<file path="config.mk">
export PLATFORM = sky130hd
export DESIGN_NAME = fb_window_writer
export DESIGN_NICKNAME = d
export VERILOG_FILES = /design/src/rtl/fb_window_writer.sv
export SDC_FILE = /design/constraint.sdc
export NUM_CORES = 1
export LEC_CHECK = 0
export CAP_MARGIN = 20
export CORE_ASPECT_RATIO = 1.25
export CORE_MARGIN = 10
export CORE_UTILIZATION = 45
export CTS_BUF_LIST = sky130_fd_sc_hd__clkbuf_16
export CTS_CLUSTER_SIZE = 12
export DETAILED_ROUTE_END_ITERATION = 16
export PLACE_DENSITY = 0.67
export SLEW_MARGIN = 20
export SYNTH_ARGS = -nofsm -noshare
export SYNTH_HDL_FRONTEND = slang
export SYNTH_SLANG_ARGS = --single-unit
</file>
<file path="constraint.sdc">
create_clock -name clk_i -period 3.4 [get_ports clk_i]
set_input_delay 0.34 -clock clk_i [delete_from_list [all_inputs] [get_ports clk_i]]
set_output_delay 0.34 -clock clk_i [all_outputs]
set_load 0.01 [all_outputs]
</file>
<file path="src/rtl/fb_window_writer.sv">
// Framebuffer window write engine.
// Pixels are format-converted as they enter a small FIFO, then written to SRAM on
// sequencer-granted slots at the window cursor position. Off-screen pixels consume
// their slot but are dropped and counted. A frame fill drains the FIFO first, then
// writes the fill colour over the whole visible frame.
module fb_window_writer #(
   parameter int H_RES      = 480,
   parameter int V_RES      = 272,
   parameter int ROW_OFFSET = 0,
   parameter int CW         = 10,
   parameter int ADDR_W     = 18,
   parameter int FIFO_DEPTH = 8
) (
   input  logic              clk_i,
   input  logic              rst_ni,
   input  logic              pix_valid_i,
   input  logic [23:0]       pix_data_i,
   output logic              pix_ready_o,
   input  logic              fmt_mode_i,
   input  logic              win_load_i,
   input  logic [CW-1:0]     win_x0_i,
   input  logic [CW-1:0]     win_x1_i,
   input  logic [CW-1:0]     win_y0_i,
   input  logic [CW-1:0]     win_y1_i,
   output logic              win_ready_o,
   output logic              win_err_o,
   input  logic              fill_req_i,
   input  logic [23:0]       fill_color_i,
   output logic              fill_busy_o,
   output logic              fill_done_o,
   input  logic              wr_slot_i,
   output logic              sram_we_o,
   output logic [ADDR_W-1:0] sram_waddr_o,
   output logic [23:0]       sram_wdata_o,
   output logic [15:0]       clip_cnt_o
);

   localparam logic [1:0] S_IDLE  = 2'd0;
   localparam logic [1:0] S_DRAIN = 2'd1;
   localparam logic [1:0] S_FILL  = 2'd2;
   localparam logic [1:0] S_DONE  = 2'd3;

   localparam int PW   = $clog2(FIFO_DEPTH);
   localparam int NPIX = H_RES * V_RES;
   localparam int FA_W = (NPIX > 1) ? $clog2(NPIX) : 1;

   localparam logic [FA_W-1:0] FILL_LAST = FA_W'(NPIX - 1);
   localparam logic [31:0]     H_RES_U   = 32'(H_RES);
   localparam logic [31:0]     V_RES_U   = 32'(V_RES);
   localparam logic [31:0]     ROW_OFF_U = 32'(ROW_OFFSET);
   localparam logic [31:0]     ROW_BASE  = 32'(ROW_OFFSET * H_RES);

   // FIFO storage and pointers (one extra pointer bit separates full from empty)
   logic [23:0]       mem_q [FIFO_DEPTH];
   logic [PW:0]       wptr_q;
   logic [PW:0]       rptr_q;
   logic              fifo_empty;
   logic              fifo_full;
   logic              push;
   logic              pop_pix;
   logic [23:0]       push_word;

   // Window and cursor
   logic [CW-1:0]     x0_q, x1_q, y0_q, y1_q;
   logic [CW-1:0]     cx_q, cy_q, cx_d, cy_d;
   logic              win_bad;
   logic              win_accept;
   logic              on_screen;
   logic [ADDR_W-1:0] pix_addr;

   // Fill sequencing
   logic [1:0]        state_q, state_d;
   logic [FA_W-1:0]   fill_addr_q, fill_addr_d;
   logic [23:0]       fill_color_q;
   logic              fill_wr;
   logic [ADDR_W-1:0] fill_waddr;

   // Registered outputs
   logic              we_q;
   logic [ADDR_W-1:0] waddr_q;
   logic [23:0]       wdata_q;
   logic [15:0]       clip_q;
   logic              err_q;
   logic              done_q;

   assign fifo_empty  = (wptr_q == rptr_q);
   assign fifo_full   = (wptr_q[PW] != rptr_q[PW]) && (wptr_q[PW-1:0] == rptr_q[PW-1:0]);
   assign fill_busy_o = (state_q != S_IDLE);
   assign pix_ready_o = !fifo_full && !fill_busy_o;
   assign win_ready_o = fifo_empty && !fill_busy_o;
   assign push        = pix_valid_i && pix_ready_o;
   // Pushing is blocked while a fill runs, so the FIFO is empty in FILL/DONE.
   assign pop_pix     = wr_slot_i && !fifo_empty;
   assign fill_wr     = wr_slot_i && (state_q == S_FILL);

   assign win_bad     = (win_x1_i < win_x0_i) || (win_y1_i < win_y0_i);
   assign win_accept  = win_load_i && win_ready_o;
   assign on_screen   = (32'(cx_q) < H_RES_U) && (32'(cy_q) < V_RES_U);
   assign pix_addr    = ADDR_W'((32'(cy_q) + ROW_OFF_U) * H_RES_U + 32'(cx_q));
   assign fill_waddr  = ADDR_W'(32'(fill_addr_q) + ROW_BASE);

   assign sram_we_o    = we_q;
   assign sram_waddr_o = waddr_q;
   assign sram_wdata_o = wdata_q;
   assign clip_cnt_o   = clip_q;
   assign win_err_o    = err_q;
   assign fill_done_o  = done_q;

   // Convert the incoming pixel to the {B8,G8,R8} SRAM word, replicating MSBs for 565
   always_comb begin
      if (fmt_mode_i) begin
         push_word = {pix_data_i[7:0], pix_data_i[15:8], pix_data_i[23:16]};
      end else begin
         push_word = {pix_data_i[4:0],   pix_data_i[4:2],
                      pix_data_i[10:5],  pix_data_i[10:9],
                      pix_data_i[15:11], pix_data_i[15:13]};
      end
   end

   // FIFO storage write; contents need no reset because the pointers define validity
   always_ff @(posedge clk_i) begin
      if (push) begin
         mem_q[wptr_q[PW-1:0]] <= push_word;
      end
   end

   // FIFO pointer update
   always_ff @(posedge clk_i or negedge rst_ni) begin
      if (!rst_ni) begin
         wptr_q <= '0;
         rptr_q <= '0;
      end else begin
         if (push)    wptr_q <= wptr_q + 1'b1;
         if (pop_pix) rptr_q <= rptr_q + 1'b1;
      end
   end

   // Cursor next state: a window load restarts it, a pixel pop advances it with wrap
   always_comb begin
      cx_d = cx_q;
      cy_d = cy_q;
      if (win_accept && !win_bad) begin
         cx_d = win_x0_i;
         cy_d = win_y0_i;
      end else if (pop_pix) begin
         if (cx_q == x1_q) begin
            cx_d = x0_q;
            cy_d = (cy_q == y1_q) ? y0_q : cy_q + 1'b1;
         end else begin
            cx_d = cx_q + 1'b1;
         end
      end
   end

   // Window bounds, cursor and the window-rejected pulse
   always_ff @(posedge clk_i or negedge rst_ni) begin
      if (!rst_ni) begin
         x0_q  <= '0;
         x1_q  <= CW'(H_RES - 1);
         y0_q  <= '0;
         y1_q  <= CW'(V_RES - 1);
         cx_q  <= '0;
         cy_q  <= '0;
         err_q <= 1'b0;
      end else begin
         if (win_accept && !win_bad) begin
            x0_q <= win_x0_i;
            x1_q <= win_x1_i;
            y0_q <= win_y0_i;
            y1_q <= win_y1_i;
         end
         cx_q  <= cx_d;
         cy_q  <= cy_d;
         err_q <= win_accept && win_bad;
      end
   end

   // Fill FSM next state: drain queued pixels, sweep the frame, then signal done
   always_comb begin
      state_d     = state_q;
      fill_addr_d = fill_addr_q;
      case (state_q)
         S_IDLE: begin
            if (fill_req_i) state_d = S_DRAIN;
         end
         S_DRAIN: begin
            if (fifo_empty) begin
               state_d     = S_FILL;
               fill_addr_d = '0;
            end
         end
         S_FILL: begin
            if (wr_slot_i) begin
               if (fill_addr_q == FILL_LAST) state_d = S_DONE;
               else                          fill_addr_d = fill_addr_q + FA_W'(1);
            end
         end
         default: begin
            state_d = S_IDLE;
         end
      endcase
   end

   // Fill FSM registers; the colour is captured only when a request is accepted
   always_ff @(posedge clk_i or negedge rst_ni) begin
      if (!rst_ni) begin
         state_q      <= S_IDLE;
         fill_addr_q  <= '0;
         fill_color_q <= '0;
         done_q       <= 1'b0;
      end else begin
         state_q     <= state_d;
         fill_addr_q <= fill_addr_d;
         if (state_q == S_IDLE && fill_req_i) fill_color_q <= fill_color_i;
         // Done pulses one cycle after the final fill write strobe.
         done_q <= (state_q == S_DONE);
      end
   end

   // SRAM write port: registered one cycle after the granted slot
   always_ff @(posedge clk_i or negedge rst_ni) begin
      if (!rst_ni) begin
         we_q    <= 1'b0;
         waddr_q <= '0;
         wdata_q <= '0;
      end else begin
         we_q <= fill_wr || (pop_pix && on_screen);
         if (fill_wr) begin
            waddr_q <= fill_waddr;
            wdata_q <= fill_color_q;
         end else if (pop_pix && on_screen) begin
            waddr_q <= pix_addr;
            wdata_q <= mem_q[rptr_q[PW-1:0]];
         end
      end
   end

   // Saturating count of pixels dropped for falling outside the screen
   always_ff @(posedge clk_i or negedge rst_ni) begin
      if (!rst_ni) begin
         clip_q <= '0;
      end else if (pop_pix && !on_screen && clip_q != 16'hFFFF) begin
         clip_q <= clip_q + 16'd1;
      end
   end

endmodule

</file>
==> results by group, run 1 <==
Setup path
  • Required time of the critical path: 3.81 ns
  • Startpoint types: register
  • Depth of the worst register-to-register path: 13
  • Arrival time of the worst setup path: 4.05 ns
  • Setup crit end kind: register
  • Largest fanout of any net on the critical path: 3
  • Kind of critical path: register to register

Floorplan
  • CORE AREA: 0.0380 sq mm
  • Full die area: 0.0465 sq mm
  • Number of placement rows: 80
  • Number of top-level pins: 159
  • Initial core utilization: 45.3%
  • Die boundary height: 239 um
  • Chip Width: 195 um

Logic synthesis
  • Number of enable-type register cells in the synthesized netlist: 192
  • Post-synth cell types: 64
  • Total standard cell area after synthesis: 0.0172 sq mm
  • Share of synthesized area occupied by flip-flops and latches: 58.6%
  • Async set-reset flop share out of synthesis: 47.3%
  • Net count after synthesis: 1487
  • Flip-flop and latch count after synthesis: 364
  • Synth warn: 0
  • Ys flop type: edfxtp_1
  • Cells after synthesis: 1316
  • Average cell area after synthesis: 13.1 sq um

Cells and area
  • Area of combinational cells with multiple inputs: 0.00675 sq mm
  • # diodes: 0
  • # nets final: 1731
  • Final standard cell count with taps included and fillers excluded: 2082
  • Fraction of final layout cells with drive strength greater than 1: 20.3%
  • Area Growth Syn to Fin: 23.7%
  • Reg area: 0.0101 sq mm
  • FILL cells: 3103

STA
  • Count of final hold-check violations: 0
  • Peak clock frequency supported by timing: 275 MHz
  • PnR worst setup slack: -0.239 ns
  • Slew at the pin closest to its max-slew limit: 0.980 ns
  • Finish-stage setup viols: 6
  • Tightest slew margin relative to the limit: 34.5%
  • Worst hold slack: 0.411 ns
  • Aggregate negative setup slack: -0.804 ns
  • Worst clock skew on the final layout: 0.0172 ns
  • Final period demand of the worst path: 3.64 ns
  • Unrepaired setup endpoints after global routing: true
  • Final period util: 107%
  • Count of pins over their slew limit: 0

Power and ir drop
  • Switch share: 22.5%
  • Portion of total power attributed to sequential cells: 52.6%
  • Total internal power: 0.00715 W
  • Clk network pwr share: 40.7%
  • Static leakage power: 8.71 nW
  • Worst vdd ir: 0.000338 V
  • Switching power total: 0.00207 W
  • Combinational cell fraction of total power: 6.6%
  • PD cells: 433 mW/mm^2

Clocking
  • CTS root buf: clkbuf_16
  • Post-CTS clock slew at the launch and capture registers of the worst setup and hold paths: 0.06 ns
  • H-tree Lvls: 2
  • Clock insertion delay at the later pin of the skew report: 0.53 ns
  • Buffers from clock root to sink, at most: 3
  • TritonCTS clock tree: built
  • Number of clock buffers inserted by TritonCTS: 38
  • Count of clock tree sinks: 364

Global routing
  • Remaining Overflow, GRT: 0
  • Total routing usage reported by global routing: 17.3%
  • Vias in the first global route: 11558
  • Maximum number of pins on one net before global-route repair: 71
  • Number of antenna violations at the first check in global routing: 0
  • Global-route wire length before repair: 64800 um

Drt
  • Number of nets still failing antenna checks after routing: 0
  • DRC violations left: 0
  • First-pass DRT Iterations: 7
  • Total detailed-routing wirelength: 40700 um
  • Per-cell via count in the routed design: 5.34
  • Total number of vias: 11122
  • Initial detailed-routing violation count: 607
  • DR WL/cell: 19.5 um

Job
  • Max-Cap Viols: 0

Outcome
  • Outcome: finished with violations
  • Violated checks: setup timing

Place
  • Port Buffer Count: 158
  • Total placed cells including tap cells: 2007
  • Gpl congestion: 0.815
  • Estimated wirelength of the detail-placed design: 28300 um

Worst hold path
  • Class of the tightest hold or removal check: primary input to asynchronous set/reset pin
what timing repair did:
action                                  CTS  global route
resized for setup                        13             4
setup buffers                             2             1
pin swaps                                 8             2
hold endpoints to repair                 55             0
hold buffers                              1             0
endpoints found under the setup margin    6             7
logic make-up after synthesis:
family                   count (synthesis)  share of synthesized area, %
AO/OA/AOI/OAI                          182                          6.87
AND/OR/NAND/NOR                        330                          8.76
flip-flops                             364                          58.6
adder cells (fa/ha/maj)                 76                          6.31
buffers and inverters                  141                          3.19
multiplexers                           135                          11.8
XOR/XNOR                                88                          4.52
layout by cell type (no fill, tap or decap), types with 4 or more instances in the layout:
cell,instances
edfxtp_1,192
clkdlybuf4s50_1,157
dfrtp_1,155
nor2_1,128
inv_1,101
buf_4,99
nand2_1,90
mux2_2,59
ha_1,56
mux4_2,48
xnor2_1,47
o21ai_0,43
xor2_1,39
clkbuf_16,39
a21oi_1,34
a211oi_1,29
nand3_1,26
mux2i_1,24
fa_1,18
o22ai_1,17
nand4_1,14
nor2_2,13
dfstp_2,13
nand2b_1,11
a221o_1,11
a21o_1,9
nor3_2,6
nor4_1,6
inv_2,5
and3_1,5
nor2b_1,5
mux2_1,4
a22o_1,4
nor3_1,4
a22oi_1,4
synthesized netlist by cell type, types with 5 or more instances:
library cell	n	area share, %
buf_2	15	0.44
a21o_1	9	0.39
clkbuf_1	33	0.72
o21ai_0	46	1.3
nor2_1	136	3.0
buf_1	8	0.17
nand4_1	14	0.51
inv_1	84	1.8
xor2_1	39	2.0
a211oi_1	31	1.4
a21oi_1	38	1.1
nor3_1	8	0.23
nand2_1	90	2.0
and3_1	5	0.18
edfxtp_1	192	33
o22ai_1	17	0.62
nor2b_1	6	0.22
mux2i_1	24	1.4
nor2_2	5	0.18
mux2_2	59	3.9
dfrtp_1	159	23
mux4_2	48	6.3
ha_1	58	4.2
nand2b_1	12	0.44
nor4_1	7	0.25
fa_1	18	2.1
nand3_1	26	0.76
a221o_1	11	0.64
xnor2_1	48	2.4
dfstp_2	13	2.0
final timing paths:
check	start	end	slack, ns
max in group asynchronous	rst_ni	x1_q[0]	2.11
max reg2reg	cy_q[1]	sram_waddr_o[17]	-0.24
max	cy_q[1]	sram_waddr_o[17]	-0.24
min in group clk_i	fill_color_i[23]	fill_color_q[23]	0.42
min reg2reg	fill_color_q[14]	sram_wdata_o[14]	0.48
min	rst_ni	sram_waddr_o[4]	0.41
critical path: stages (launching register included):
cell and delay, ns:
dfrtp_2 0.42, fa_1 0.57, inv_1 0.06, fa_1 0.52, inv_1 0.05, ha_1 0.28, a211oi_2 0.23, nor4b_1 0.09
o31a_1 0.27, o41ai_2 0.23, xor2_1 0.15, nor4_2 0.32, xnor2_1 0.11, a22o_1 0.21
power groups by stage:
stage / clock, W / sequential (W) / combinational, W
detailed placement: 0 / 0.00494 / 0.000618
CTS: 0.00387 / 0.00485 / 0.000622
finish: 0.00376 / 0.00486 / 0.000611
global placement: 0 / 0.00494 / 0.000604
floorplan: 0 / 0.00493 / 0.000217
global route: 0.00403 / 0.00486 / 0.000679
registers in the layout (all words and copies together) (netlist names):
name          count
mem_q           192
fill_done_o       1
win_err_o         1
state_q           2
rptr_q            4
x1_q             10
clip_cnt_o       16
wptr_q            4
sram_waddr_o     18
x0_q             10
sram_wdata_o     24
fill_color_q     24
cy_q             10
cx_q             10
y1_q             10
sram_we_o         1
y0_q             10
fill_addr_q      17
area by class of cell:
class	instances	share of cell area, %
flip-flops and latches	364	47.4
multi-input cells	811	31.7
repair buffers	261	11.3
clock buffers	39	4.58
well taps	492	2.89
inverters	84	1.48
clock inverters	31	0.716
routing by layer:
| metal | GRT usage [%] | vias up | part of all wire, % |
|---|---|---|---|
| met5 | 0 | - | 0 |
| met4 | 4.98 | 0 | 2.2 |
| met3 | 3.00 | 54 | 4.8 |
| met2 | 30.0 | 264 | 51 |
| met1 | 21.8 | 5569 | 42 |
| li1 | - | 5235 | - |
metrics by stage:
| step | setup slack, ns | power [W] | area, sq um | util, % |
|---|---|---|---|---|
| after floorplan | -0.169 | 0.00515 | 17300 | - |
| after global placement | -0.229 | 0.00554 | 20000 | 52.7 |
| after detailed placement | -0.340 | 0.00556 | 20000 | 52.7 |
| after CTS | -0.249 | 0.00934 | 21300 | 55.9 |
| after global routing | -0.489 | 0.00957 | 21300 | 56.0 |
| final | -0.239 | 0.00922 | 21300 | 56.0 |
No activity file was read; power rests on OpenSTA's default activity.
==> inputs of run 2 (changes only) <==
--- a/config.mk
+++ b/config.mk
@@ -13,6 +13,7 @@
 export CTS_CLUSTER_SIZE = 12
 export DETAILED_ROUTE_END_ITERATION = 16
 export PLACE_DENSITY = 0.67
+export SETUP_SLACK_MARGIN = 0.5
 export SLEW_MARGIN = 20
 export SYNTH_ARGS = -nofsm -noshare
 export SYNTH_HDL_FRONTEND = slang
==> results by group, run 2 (synthesis results as in run 1) <==
Setup path
  • Cell repeated most along the worst path: fa_2
  • Worst setup startpoint: cy_q[0]
  • Required time of the critical path: 3.83 ns
  • Capture instance of the worst register-to-register path: sram_waddr_o[17]
  • Startpoint types: register
  • Kind of critical path: register to register
  • Setup crit end kind: register
  • Capture point of the worst path: sram_waddr_o[17]
  • Crit Reg-Reg Startpoint: cy_q[0]
  • Largest fanout of any net on the critical path: 3
  • Critical-path cell with the highest stage delay: fa_1
  • Arrival time of the worst setup path: 3.99 ns
  • Reg2Reg Setup Slack: -0.16 ns
  • Worst-path cell chain: fa_1 -> inv_1 -> fa_2 -> fa_2 -> inv_2 -> ha_4 -> a21oi_4 -> nor2b_2 -> o21ai_2 -> or3_1 -> nor4_2 -> xnor2_1 -> a22o_1
  • Depth of the worst register-to-register path: 13
  • CP max stage delay: 0.56 ns

STA
  • Worst clock skew on the final layout: 0.0173 ns
  • Count of pins over their slew limit: 0
  • Final period demand of the worst path: 3.56 ns
  • Count of final hold-check violations: 0
  • Tightest slew margin relative to the limit: 31.5%
  • Worst hold slack: 0.425 ns
  • Slew at the pin closest to its max-slew limit: 1.02 ns
  • Peak clock frequency supported by timing: 281 MHz
  • PnR worst setup slack: -0.165 ns
  • Finish-stage setup viols: 5
  • Final period util: 105%
  • Unrepaired setup endpoints after global routing: true
  • Aggregate negative setup slack: -0.472 ns

Cells and area
  • Layout Utilization: 56.8%
  • # nets final: 1742
  • Fraction of final layout cells with drive strength greater than 1: 22.4%
  • Commonest cells after routing, fill and taps aside: edfxtp_1, clkdlybuf4s50_1, dfrtp_1
  • # diodes: 0
  • Flip-flop count of the largest register after layout: 192
  • FILL cells: 3139
  • Most common library cell in the layout ignoring fill and taps: edfxtp_1
  • Area Growth Syn to Fin: 25.4%

Global routing
  • Total routing usage reported by global routing: 17.8%
  • Global-route wire length before repair: 66400 um
  • Remaining Overflow, GRT: 0
  • Number of antenna violations at the first check in global routing: 0
  • Vias in the first global route: 11797
  • Maximum number of pins on one net before global-route repair: 92

Outcome
  • Outcome: finished with violations
  • Violated checks: setup timing

Drt
  • Total number of vias: 11205
  • Total detailed-routing wirelength: 41400 um
  • Initial detailed-routing violation count: 608
  • Number of nets still failing antenna checks after routing: 0
  • First-pass DRT Iterations: 5
  • DRC violations left: 0
  • Per-cell via count in the routed design: 5.35
  • DR WL/cell: 19.8 um

Clocking
  • H-tree Lvls: 2
  • Number of clock buffers inserted by TritonCTS: 39
  • Post-CTS clock slew at the launch and capture registers of the worst setup and hold paths: 0.06 ns
  • Clock insertion delay at the later pin of the skew report: 0.54 ns
  • TritonCTS clock tree: built
  • Count of clock tree sinks: 364
  • CTS root buf: clkbuf_16
  • Buffers from clock root to sink, at most: 3

Job
  • Max-Cap Viols: 0

Power and ir drop
  • Total internal power: 0.00728 W
  • Static leakage power: 8.81 nW
  • Switch share: 22.4%
  • Switching power total: 0.00211 W
  • Portion of total power attributed to sequential cells: 51.8%
  • PD cells: 435 mW/mm^2
  • Worst vdd ir: 0.000301 V
  • Combinational cell fraction of total power: 6.6%
  • Clk network pwr share: 41.7%

Floorplan
  • CORE AREA: 0.0380 sq mm
  • Initial core utilization: 45.3%
  • Die boundary height: 239 um
  • Chip Width: 195 um
  • Number of placement rows: 80
  • Number of top-level pins: 159
  • Full die area: 0.0465 sq mm

Worst hold path
  • Class of the tightest hold or removal check: primary input to register

Place
  • Estimated wirelength of the detail-placed design: 28500 um
  • Gpl congestion: 0.816
  • Port Buffer Count: 158
==> run 2: changes by cell type in the layout (fill, tap and decap cells not counted), sizes merged <==
cell | previous run | this run
buf | 103 | 112
inv | 108 | 103
clkinv | 7 | 11
bufinv | 0 | 1
clkbuf | 39 | 40
nor3 | 11 | 12
==> run 2: final cells by class <==
| type | count | area, sq um | area share, % |
|---|---|---|---|
| flip-flops and latches | 364 | 10100 | 46.7 |
| multi-input cells | 812 | 6910 | 32.0 |
| repair buffers | 270 | 2490 | 11.5 |
| clock buffers | 40 | 1000 | 4.63 |
| well taps | 492 | 616 | 2.85 |
| inverters | 84 | 318 | 1.47 |
| clock inverters | 31 | 168 | 0.776 |
==> run 2: through the flow <==
stage          instances  instance area (sq um)  setup slack [ns]  power (W)
2_1_floorplan       1316                  17400            -0.169    0.00515
3_3_place_gp        2014                  20200            -0.238    0.00555
3_5_place_dp        2014                  20200            -0.283    0.00557
4_1_cts             2089                  21500            -0.222    0.00949
5_1_grt             2093                  21600            -0.373    0.00972
6_report            2093                  21600            -0.165    0.00939
==> run 2: worst max-delay path, delay by kind of cell (launching register included) <==
family          cells  cell delay [ns]
flops               1             0.41
fa+ha+maj           4             1.84
xor+xnor            1             0.10
compound gates      3             0.35
simple gates        3             0.64
buf+inv             2             0.10
==> run 2: worst min-delay path by stage <==
stage | from | to | slack [ns] | depth (start not counted)
after global routing | fill_color_i[23] | fill_color_q[23] | 0.42 | 2
after floorplan | rst_ni | clip_cnt_o[0] | 0.04 | 0
after detailed placement | rst_ni | x0_q[2] | 0.48 | 1
after CTS | fill_color_i[23] | fill_color_q[23] | 0.40 | 2
after global placement | sram_wdata_o[1] | sram_wdata_o[1] | 0.47 | 2
final | fill_color_i[10] | fill_color_q[10] | 0.42 | 2
==> run 2: repair_timing <==
action,CTS,global route
resized for setup,25,14
setup endpoints to repair,36,20
hold endpoints to repair,76,0
pin swaps,12,9
buffers inserted,2,4
hold buffers,1,0
gates cloned,1,0
==> run 2: per-layer routing <==
metal | vias to the layer above | global-route usage, % | share of wire, % | routed length [um]
met1 | 5654 | 22.1 | 41 | 17200
met5 | - | 0 | 0 | 0
met4 | 0 | 4.91 | 2.1 | 879
met2 | 252 | 31.4 | 52 | 21400
met3 | 58 | 3.03 | 4.8 | 1970
li1 | 5241 | - | - | -
==> run 2: power by group through the flow <==
stage	clock network, W	logic (W)	registers [W]
after global routing	0.00417	0.000687	0.00487
after floorplan	0	0.000217	0.00493
after detailed placement	0	0.000623	0.00494
after global placement	0	0.000609	0.00494
after CTS	0.00400	0.000630	0.00486
final	0.00391	0.000617	0.00486
==> inputs of run 3 (changes only) <==
--- a/config.mk
+++ b/config.mk
@@ -5,14 +5,13 @@
 export SDC_FILE = /design/constraint.sdc
 export NUM_CORES = 1
 export LEC_CHECK = 0
-export CAP_MARGIN = 20
+export CAP_MARGIN = 10
 export CORE_ASPECT_RATIO = 1.25
 export CORE_MARGIN = 10
 export CORE_UTILIZATION = 45
 export CTS_BUF_LIST = sky130_fd_sc_hd__clkbuf_16
 export CTS_CLUSTER_SIZE = 12
 export DETAILED_ROUTE_END_ITERATION = 16
-export PLACE_DENSITY = 0.67
 export SETUP_SLACK_MARGIN = 0.5
 export SLEW_MARGIN = 20
 export SYNTH_ARGS = -nofsm -noshare
==> constraint.sdc (replaced) <==
create_clock -name clk_i -period 4.2 [get_ports clk_i]
set_input_delay 0.42 -clock clk_i [delete_from_list [all_inputs] [get_ports clk_i]]
set_output_delay 0.42 -clock clk_i [all_outputs]
set_load 0.01 [all_outputs]
==> results by group, run 3 (synthesis results as in run 1) <==
Worst hold path
  • Class of the tightest hold or removal check: primary input to asynchronous set/reset pin

Floorplan
  • Chip Width: 195 um
  • Die boundary height: 239 um
  • Full die area: 0.0465 sq mm
  • Number of placement rows: 80
  • Number of top-level pins: 159
  • CORE AREA: 0.0380 sq mm
  • Initial core utilization: 45.3%

Global routing
  • Met2 usage: 29.5%
  • Remaining Overflow, GRT: 0
  • Number of antenna violations at the first check in global routing: 0
  • Maximum number of pins on one net before global-route repair: 103
  • Total routing usage reported by global routing: 17.2%
  • Global-route wire length before repair: 64200 um
  • Vias in the first global route: 11223
  • Busiest grt layer: met2
  • GRT met3 Usage: 3.21%
  • Global-route met1 utilization: 21.5%

STA
  • Finish-stage setup viols: 0
  • Tightest slew margin relative to the limit: 32.7%
  • Count of final hold-check violations: 0
  • Peak clock frequency supported by timing: 257 MHz
  • Unrepaired setup endpoints after global routing: true
  • Worst clock skew on the final layout: 0.0187 ns
  • Final period util: 92.7%
  • Aggregate negative setup slack: 0 ns
  • Slew at the pin closest to its max-slew limit: 1.01 ns
  • Final period demand of the worst path: 3.89 ns
  • Worst hold slack: 0.000739 ns
  • Count of pins over their slew limit: 0

Cells and area
  • Area Growth Syn to Fin: 21.2%
  • Most common library cell in the layout ignoring fill and taps: edfxtp_1
  • Commonest cells after routing, fill and taps aside: edfxtp_1, clkdlybuf4s50_1, dfrtp_1
  • FILL cells: 3162
  • Final standard cell count with taps included and fillers excluded: 2026
  • Flip-flop count of the largest register after layout: 192
  • # nets final: 1676
  • # diodes: 0
  • Layout Cell Area excl Fill: 0.0209 sq mm
  • Fraction of final layout cells with drive strength greater than 1: 18.1%

Drt
  • DRC violations left: 0
  • Per-cell via count in the routed design: 5.31
  • Initial detailed-routing violation count: 557
  • First-pass DRT Iterations: 4
  • DR WL/cell: 19.9 um
  • Total number of vias: 10752
  • Total detailed-routing wirelength: 40300 um
  • Number of nets still failing antenna checks after routing: 0

Clocking
  • Count of clock tree sinks: 364
  • Number of clock buffers inserted by TritonCTS: 39
  • H-tree Lvls: 2
  • Post-CTS Hold Buffers: 0
  • Clock insertion delay at the later pin of the skew report: 0.53 ns
  • Buffers from clock root to sink, at most: 3
  • TritonCTS clock tree: built
  • Post-CTS clock slew at the launch and capture registers of the worst setup and hold paths: 0.06 ns
  • CTS root buf: clkbuf_16

Power and ir drop
  • Worst vdd ir: 0.000224 V
  • PD cells: 355 mW/mm^2
  • Static leakage power: 8.40 nW

Place
  • Gpl congestion: 0.831
  • Estimated wirelength of the detail-placed design: 27600 um
  • Total placed cells including tap cells: 1939
  • Total cell area at the placement stage: 0.0195 sq mm
  • Port Buffer Count: 158

Setup path
  • Kind of critical path: register to register
  • Required time of the critical path: 4.61 ns
  • Capture point of the worst path: sram_waddr_o[17]
  • Worst setup startpoint: cy_q[1]
  • Setup crit end kind: register
  • Depth of the worst register-to-register path: 11
  • Startpoint types: register
  • Reg2Reg Setup Slack: 0.31 ns
  • Crit Reg-Reg Startpoint: cy_q[1]
  • Arrival time of the worst setup path: 4.30 ns
  • Capture instance of the worst register-to-register path: sram_waddr_o[17]
  • Largest fanout of any net on the critical path: 4

Outcome
  • Outcome: finished clean

Job
  • Max-Cap Viols: 0
run 3: routing by layer:
metal | routed length [um] | part of all wire (%) | up-vias
li1 | - | - | 5118
met1 | 17300 | 43 | 5359
met2 | 20100 | 50 | 217
met3 | 1780 | 4.4 | 58
met4 | 1100 | 2.7 | 0
met5 | 0 | 0 | -
run 3: layout make-up:
cell class	count	area, sq um	share of cell area (%)
timing repair buffer	205	1970	9.43
tap	492	616	2.95
inverter	84	327	1.56
multi-input combinational	811	6760	32.4
clock inverter	31	133	0.635
clock buffer	39	976	4.68
sequential	364	10100	48.4
run 3: worst min-delay path by stage:
stage / endpoint / cells after the start
5_1_grt: clip_cnt_o[15] / 1
3_5_place_dp: sram_wdata_o[14] / 2
2_1_floorplan: clip_cnt_o[0] / 0
6_report: clip_cnt_o[15] / 1
3_3_place_gp: sram_wdata_o[14] / 2
4_1_cts: clip_cnt_o[15] / 1
run 3: what timing repair did:
action,4_1_cts,5_1_grt
buffers inserted,3,14
gates cloned,0,0
pin swaps,2,22
gates resized for setup,14,36
endpoints found under the setup margin,6,6
run 3: stage by stage:
| stage | setup slack (ns) | util, % | total power (W) |
|---|---|---|---|
| finish | 0.307 | 54.9 | 0.00741 |
| global route | 0.182 | 54.9 | 0.00772 |
| CTS | 0.420 | 54.3 | 0.00751 |
| detailed placement | 0.217 | 51.2 | 0.00448 |
| global placement | 0.256 | 51.2 | 0.00447 |
| floorplan | 0.518 | - | 0.00417 |
run 3: where the power goes:
part / leakage [nW] / total [W] / switching [W] / internal, W
Combinational: 3.92 / 0.000483 / 0.000245 / 0.000238
Clock: 0.625 / 0.00301 / 0.00133 / 0.00168
Sequential: 3.86 / 0.00392 / 0.0000693 / 0.00385
run 3: critical path, stage by stage, from the launching register on:
cell,delay (ns)
dfrtp_2,0.44
fa_1,0.59
inv_2,0.05
fa_1,0.50
fa_1,0.41
nand2b_1,0.24
a211oi_2,0.35
o21ai_0,0.18
or3_1,0.38
nor4_2,0.33
xnor2_1,0.11
a22o_1,0.20
